--- src/rtl/ps2_note_decoder.sv ---
// PS/2 set-2 scan-code front end: synchronises and acknowledges receiver bytes,
// decodes E0/F0/E1 prefixes into key events and tracks 13 held piano notes.
module ps2_note_decoder #(
    parameter int unsigned TIMEOUT_CYCLES = 2_500_000,
    parameter int unsigned CNT_W          = 22
) (
    input  logic        clock50,
    input  logic        reset,
    input  logic        scan_ready,
    input  logic [7:0]  scan_code,
    output logic        scan_read,
    output logic        key_valid,
    output logic [7:0]  key_code,
    output logic        key_extended,
    output logic        key_break,
    output logic        key_repeat,
    output logic        note_on,
    output logic        note_off,
    output logic [3:0]  note_index,
    output logic [12:0] note_held,
    output logic [3:0]  active_note,
    output logic        active_valid
);

    localparam int unsigned NOTES = 13;

    typedef enum logic [2:0] {ST_IDLE, ST_E0, ST_F0, ST_E0F0, ST_SKIP} state_t;

    state_t           state, state_n;
    logic [2:0]       skip_cnt, skip_cnt_n;
    logic [CNT_W-1:0] tmo_cnt;
    logic             s1, s2, s3;
    logic [7:0]       byte_q;
    logic             cap;
    logic             tmo_hit;
    logic             ev, ev_ext, ev_brk;
    logic             map_hit;
    logic [3:0]       map_idx;

    function automatic logic [4:0] note_map(input logic [7:0] c);
        case (c)
            8'h1C:   return {1'b1, 4'd0};
            8'h1D:   return {1'b1, 4'd1};
            8'h1B:   return {1'b1, 4'd2};
            8'h24:   return {1'b1, 4'd3};
            8'h23:   return {1'b1, 4'd4};
            8'h2B:   return {1'b1, 4'd5};
            8'h2C:   return {1'b1, 4'd6};
            8'h34:   return {1'b1, 4'd7};
            8'h35:   return {1'b1, 4'd8};
            8'h33:   return {1'b1, 4'd9};
            8'h3C:   return {1'b1, 4'd10};
            8'h3B:   return {1'b1, 4'd11};
            8'h42:   return {1'b1, 4'd12};
            default: return 5'd0;
        endcase
    endfunction

    function automatic logic [3:0] lowest_note(input logic [12:0] h);
        logic [3:0] r;
        r = 4'd0;
        for (int i = NOTES - 1; i >= 0; i--) begin
            if (h[i]) r = 4'(i);
        end
        return r;
    endfunction

    // Synchroniser; the byte is latched on the same edge the rising edge reaches s2.
    always_ff @(posedge clock50) begin
        if (reset) begin
            s1     <= 1'b0;
            s2     <= 1'b0;
            s3     <= 1'b0;
            byte_q <= 8'h00;
        end else begin
            s1 <= scan_ready;
            s2 <= s1;
            s3 <= s2;
            if (s1 && !s2) byte_q <= scan_code;
        end
    end

    assign cap     = s2 & ~s3;
    assign tmo_hit = (state != ST_IDLE) && (tmo_cnt == CNT_W'(TIMEOUT_CYCLES - 1));
    assign {map_hit, map_idx} = note_map(byte_q);

    always_ff @(posedge clock50) begin
        if (reset) begin
            state    <= ST_IDLE;
            skip_cnt <= 3'd0;
            tmo_cnt  <= '0;
        end else begin
            state    <= state_n;
            skip_cnt <= skip_cnt_n;
            if (cap || state == ST_IDLE || tmo_hit) tmo_cnt <= '0;
            else                                    tmo_cnt <= tmo_cnt + 1'b1;
        end
    end

    always_comb begin
        state_n    = state;
        skip_cnt_n = skip_cnt;
        ev         = 1'b0;
        ev_ext     = 1'b0;
        ev_brk     = 1'b0;
        if (cap) begin
            case (state)
                ST_IDLE: begin
                    case (byte_q)
                        8'hE0: state_n = ST_E0;
                        8'hF0: state_n = ST_F0;
                        8'hE1: begin
                            state_n    = ST_SKIP;
                            skip_cnt_n = 3'd7;
                        end
                        8'hAA, 8'hFA, 8'hFE, 8'hEE, 8'h00, 8'hFF: ;
                        default: ev = 1'b1;
                    endcase
                end
                ST_E0: begin
                    if (byte_q == 8'hF0) begin
                        state_n = ST_E0F0;
                    end else if (byte_q != 8'h12 && byte_q != 8'hE0) begin
                        ev      = 1'b1;
                        ev_ext  = 1'b1;
                        state_n = ST_IDLE;
                    end
                end
                ST_F0: begin
                    ev      = 1'b1;
                    ev_brk  = 1'b1;
                    state_n = ST_IDLE;
                end
                ST_E0F0: begin
                    state_n = ST_IDLE;
                    if (byte_q != 8'h12) begin
                        ev     = 1'b1;
                        ev_ext = 1'b1;
                        ev_brk = 1'b1;
                    end
                end
                ST_SKIP: begin
                    skip_cnt_n = skip_cnt - 3'd1;
                    if (skip_cnt <= 3'd1) begin
                        skip_cnt_n = 3'd0;
                        state_n    = ST_IDLE;
                    end
                end
                default: state_n = ST_IDLE;
            endcase
        end else if (tmo_hit) begin
            state_n = ST_IDLE;
        end
    end

    // Event outputs and held-note bookkeeping.
    always_ff @(posedge clock50) begin
        if (reset) begin
            scan_read    <= 1'b0;
            key_valid    <= 1'b0;
            key_code     <= 8'h00;
            key_extended <= 1'b0;
            key_break    <= 1'b0;
            key_repeat   <= 1'b0;
            note_on      <= 1'b0;
            note_off     <= 1'b0;
            note_index   <= 4'd0;
            note_held    <= 13'd0;
            active_note  <= 4'd0;
            active_valid <= 1'b0;
        end else begin
            scan_read    <= cap;
            key_valid    <= ev;
            note_on      <= 1'b0;
            note_off     <= 1'b0;
            active_note  <= lowest_note(note_held);
            active_valid <= |note_held;
            if (ev) begin
                key_code     <= byte_q;
                key_extended <= ev_ext;
                key_break    <= ev_brk;
                key_repeat   <= 1'b0;
                if (map_hit && !ev_ext) begin
                    if (!ev_brk) begin
                        if (note_held[map_idx]) begin
                            key_repeat <= 1'b1;
                        end else begin
                            note_held[map_idx] <= 1'b1;
                            note_on            <= 1'b1;
                            note_index         <= map_idx;
                        end
                    end else if (note_held[map_idx]) begin
                        note_held[map_idx] <= 1'b0;
                        note_off           <= 1'b1;
                        note_index         <= map_idx;
                    end
                end
            end
        end
    end

endmodule
--- config.mk ---
export PLATFORM = sky130hd
export DESIGN_NAME = ps2_note_decoder
export DESIGN_NICKNAME = d
export VERILOG_FILES = /design/src/rtl/ps2_note_decoder.sv
export SDC_FILE = /design/constraint.sdc
export NUM_CORES = 1
export LEC_CHECK = 0
export CAP_MARGIN = 0
export CORE_AREA = 2 2 106 108
export DETAILED_ROUTE_END_ITERATION = 7
export DIE_AREA = 0 0 108 110
export GPL_TIMING_DRIVEN = 0
export HOLD_SLACK_MARGIN = 0.05
export SLEW_MARGIN = 10
export SYNTH_ARGS = -nofsm -noshare
export SYNTH_HDL_FRONTEND = slang
export SYNTH_SLANG_ARGS = --single-unit
--- constraint.sdc ---
create_clock -name clock50 -period 10.44 [get_ports clock50]
set_input_delay 2.088 -clock clock50 [delete_from_list [all_inputs] [get_ports clock50]]
set_output_delay 2.088 -clock clock50 [all_outputs]
set_load 0.005 [all_outputs]
* Word-level counts from Yosys, hierarchy flattened
Index checks and enable logic that the tools add are counted.
Word-level totals: bits in read-only memories 0, bits in latches 0, flip-flop bits (word level) 76, word-level logic and storage cells 142, memory bits (writable) 0, memories kept 0
Operators by class: eq/ne operators 34, add/sub/neg operators 2, bitwise gates (word level) 8, order comparisons 3, shift-type cells 0, reduce and logical (&&, ||, !) cells 26, multiplexer cells 47, $mul 0, div/mod/pow operators 0
Operators by type and width (number):
- $eq A8 B6 Y1 const B | 9
- $pmux W5 S13 | 1
- $eq A8 B8 Y1 const B | 8
- $mux W13 | 3
- $mux W3 | 11
- $mux W4 | 8
- $eq A8 B5 Y1 const B | 3
- $add A22 B1 Y22 const B | 1
- $eq A22 B22 Y1 const B | 1
- $pmux W3 S3 | 2
- $reduce_or A9 Y1 | 2
- $mux W1 | 14
- $and A13 B13 Y13 | 1
- $not A13 Y13 | 1
- $or A13 B13 Y13 | 1
- $reduce_or A13 Y1 | 1
- $eq A8 B7 Y1 const B | 1
- $logic_not A8 Y1 | 1
- $ne A8 B5 Y1 const B | 1
- $ne A8 B8 Y1 const B | 1
- $reduce_and A4 Y1 | 2
- $reduce_or A4 Y1 | 2
- $eq A3 B2 Y1 const B | 2
- $pmux W3 S2 | 1
- 28 further kinds | 42

* Depth between registers and ports, before layout
word-level depth 12, gate-level depth with buffers 14

* Worst setup path after synthesis
Ideal clock, no wire load.
kind register to register, from register byte_q[7], to register with a tool-made name, period minus slack after synthesis 3.369 ns, arrival 3.278 ns, stages on the path, launching flop included 14, setup slack 7.071 ns, cells stage by stage dfxtp_1 -> or4b_4 -> buf_6 -> o32ai_4 -> nor2_4 -> mux4_2 -> nor3b_2 -> nor3_1 -> ha_1 -> o311a_1 -> o211a_1 -> buf_2 -> a31oi_1 -> a311oi_1
RTL lines:
- start: declaration | RTL line 33 | logic [7:0] byte_q;
- start signal: assignment | RTL line 79 | if (s1 && !s2) byte_q <= scan_code;

==> reports/summary.txt <==
# rows = 38
Yosys cell types = 66
critical path data required time = 10710 ps
Yosys reg bits = 76
Die H = 110 µm
1st-iter DRT viols = 241
hold-fix buffer count after cts = 0
register area = 1520 µm²
dpl hpwl = 7220 µm
Syn Nets = 463
Peak VDD IR = 0.0503 mV
status = completed
RSZ-0062 raised after global routing = false
slowest stage cell, crit path = nor4b_1
Max stage delay on crit path = 920 ps
CP delay by family, top = simple AND/OR/NAND/NOR gates
DR WL/cell = 15.0 µm
# clock sinks = 76
Hold Slack = 453 ps
post-route ant nets = 0
synthesized area = 3850 µm²
crit-path cells = buf_6 -> nor4b_1 -> a22o_1 -> nor2_4 -> mux4_2 -> nor3b_2 -> nor3_1 -> ha_1 -> o311a_1 -> o211a_1 -> buf_2 -> a31oi_1 -> a311oi_1
number of buffers created by CTS = 9
Crit. End Element = flip-flop
vias per std cell = 5.29
Crit Path Max Fanout = 10
grt ovf = 0
Worst Max-Slew Pin Slew = 1070 ps
Main synth FF type = dfxtp_1
CP Launch Type = flip-flop
Worst Path Arrival = 4320 ps
final core occ = 0.435
multi-input logic area = 2150 µm²
post-cts resize count = 0
Power Total = 0.533 mW
Post-synth ARST share = 0
Core Area = 10700 µm²
residual DRC count = 0
sequential share of the synthesized area = 0.395
Post-synth EDFFs = 0
Slew Limit Fails = 0
Final Worst Setup Slack = 6390 ps
Final Hold Fails = 0
Cells after Synth = 448
die width = 108 µm
syn_area_per_cell = 8.60 µm²
Clock Path Buffers = 2
Clk pin slew, worst setup/hold paths = 80 ps
leak pwr = 1.57 nW
gr usage total = 0.170
GP Congestion = 0.869
Filler cells = 1084
max_cap viols = 0
Synth warnings = 0
CTS tree = done
CTS root buf = clkbuf_8
Max H-tree Level = 3
setup bufs post-CTS = 0
Final nets = 520
Setup WS pre-CTS = 6440 ps
first-pass GRT wire length = 15700 µm
# setup viols final = 0
Starting Density = 0.360
min Tclk post-route = 4050 ps
worst hold path class = reg2reg
critical path class = reg2reg
PortBufs = 46
ant diodes = 0
sum of negative setup slack = 0 ps
die area = 11900 µm²
via count of the first global-routing pass = 3119
Area growth syn-to-layout = 20.9%
share of cells above drive strength 1 = 0.0864
io pins = 48
vias = 3434
Final Cycle Share = 0.388
PwrDens = 115 nW/µm²
DRT Pass-1 Iters = 5
Final Skew = 12.9 ps
latest clock arrival within the worst-skew pair = 360 ps
Fmax = 247 MHz
reg2reg setup slack = 6390 ps
Worst Path Buf+Inv = 2
Worst slew margin = 0.276
pin count of the biggest net entering global routing = 13
initial antenna violation count = 0
routed wire length = 9720 µm
cells by family after synthesis:
group | after synthesis | synth area share
AND/OR/NAND/NOR | 206 | 0.289
adder cells (fa/ha/maj) | 4 | 0.0130
buffers and inverters | 41 | 0.0474
XOR/XNOR | 23 | 0.0523
AO/OA/AOI/OAI | 78 | 0.148
flip-flops | 76 | 0.395
multiplexers | 20 | 0.0559
worst reg2reg max path: stages, from the launching register on:
cell and delay, ps:
dfxtp_1 320, buf_6 140, nor4b_1 920, a22o_1 370
nor2_4 90, mux4_2 450, nor3b_2 270, nor3_1 90
ha_1 280, o311a_1 190, o211a_1 200, buf_2 230
a31oi_1 110, a311oi_1 300
metal layers:
metal	vias up	share of wire	track usage
met5	-	0	0
met4	0	0.014	0.0705
met3	13	0.067	0.0282
met2	87	0.43	0.245
met1	1594	0.49	0.249
li1	1740	-	-
area by class of cell:
type | instances | share of cell area
multi-input cells | 331 | 0.461
flip-flops and latches | 76 | 0.327
repair buffers | 46 | 0.0989
well taps | 140 | 0.0376
clock buffers | 11 | 0.0304
plain buffers | 28 | 0.0288
inverters | 13 | 0.0105
clock inverters | 4 | 0.00564
cells in the final DEF, fill, tap and decap left out, types with 7 or more instances in the layout:
master	synthesis	routed
a31oi_1	10	10
dfxtp_1	76	76
nor2_1	72	72
clkdlybuf4s50_1	0	46
xor2_1	15	15
buf_2	11	11
mux2i_1	17	17
clkbuf_1	12	13
nand2_1	23	23
nor3_1	17	17
nor3b_1	7	7
nor4_1	12	12
xnor2_1	8	8
a21oi_1	20	20
clkbuf_8	0	10
a311oi_1	12	12
a211oi_1	7	7
inv_1	13	13
nand3_1	16	16
nor2b_1	10	10
through the flow:
step | area, µm² | std cells
after floorplan | 3850 | 448
after global placement | 4490 | 634
after detailed placement | 4490 | 634
after CTS | 4660 | 649
after global routing | 4660 | 649
final | 4660 | 649
cells in the mapped netlist (2+ instances only):
cell,instances,share of area
buf_2,11,0.014
or4b_1,4,0.010
or4b_2,2,0.0052
a22oi_1,2,0.0039
xnor2_1,8,0.018
nand2b_1,5,0.0081
clkbuf_1,12,0.012
nor4b_1,4,0.0091
ha_1,4,0.013
nor3b_1,7,0.014
nand3_1,16,0.021
and4bb_2,2,0.0065
o21ai_0,6,0.0078
nor2b_1,10,0.016
a211oi_1,7,0.014
o21bai_1,2,0.0039
or3b_2,2,0.0045
dfxtp_1,76,0.39
or3_1,4,0.0065
o311a_1,2,0.0052
nand4_1,5,0.0081
or2_2,2,0.0032
buf_1,3,0.0029
a21oi_1,20,0.026
a311oi_1,12,0.027
nor4_1,12,0.019
nor3_1,17,0.022
nand2_1,23,0.022
nand4b_1,2,0.0045
mux2i_1,17,0.044
buf_6,2,0.0058
a32oi_1,2,0.0045
a31oi_1,10,0.016
nor2_1,72,0.070
xor2_1,15,0.034
and3_1,6,0.0097
inv_1,13,0.013
path summary, 6_finish.rpt:
path | cells after the start | endpoint | from
worst max-delay path | 13 | flip-flop | byte_q[4]$_SDFFE_PP0P_
worst min-delay path | 1 | scan_read$_SDFF_PP0_ | s3$_SDFF_PP0_
worst max register to register | 13 | flip-flop | byte_q[4]$_SDFFE_PP0P_
worst min register to register | 1 | scan_read$_SDFF_PP0_ | s3$_SDFF_PP0_
report_power, final:
group          total (mW)  switching [mW]  leakage (nW)  internal (mW)
Clock               0.202           0.111        0.0852         0.0911
Combinational      0.0369          0.0221         0.869         0.0148
Sequential          0.294         0.00226         0.613          0.292
Total               0.533           0.135          1.57          0.398
No activity file was read; power rests on OpenSTA's default activity.
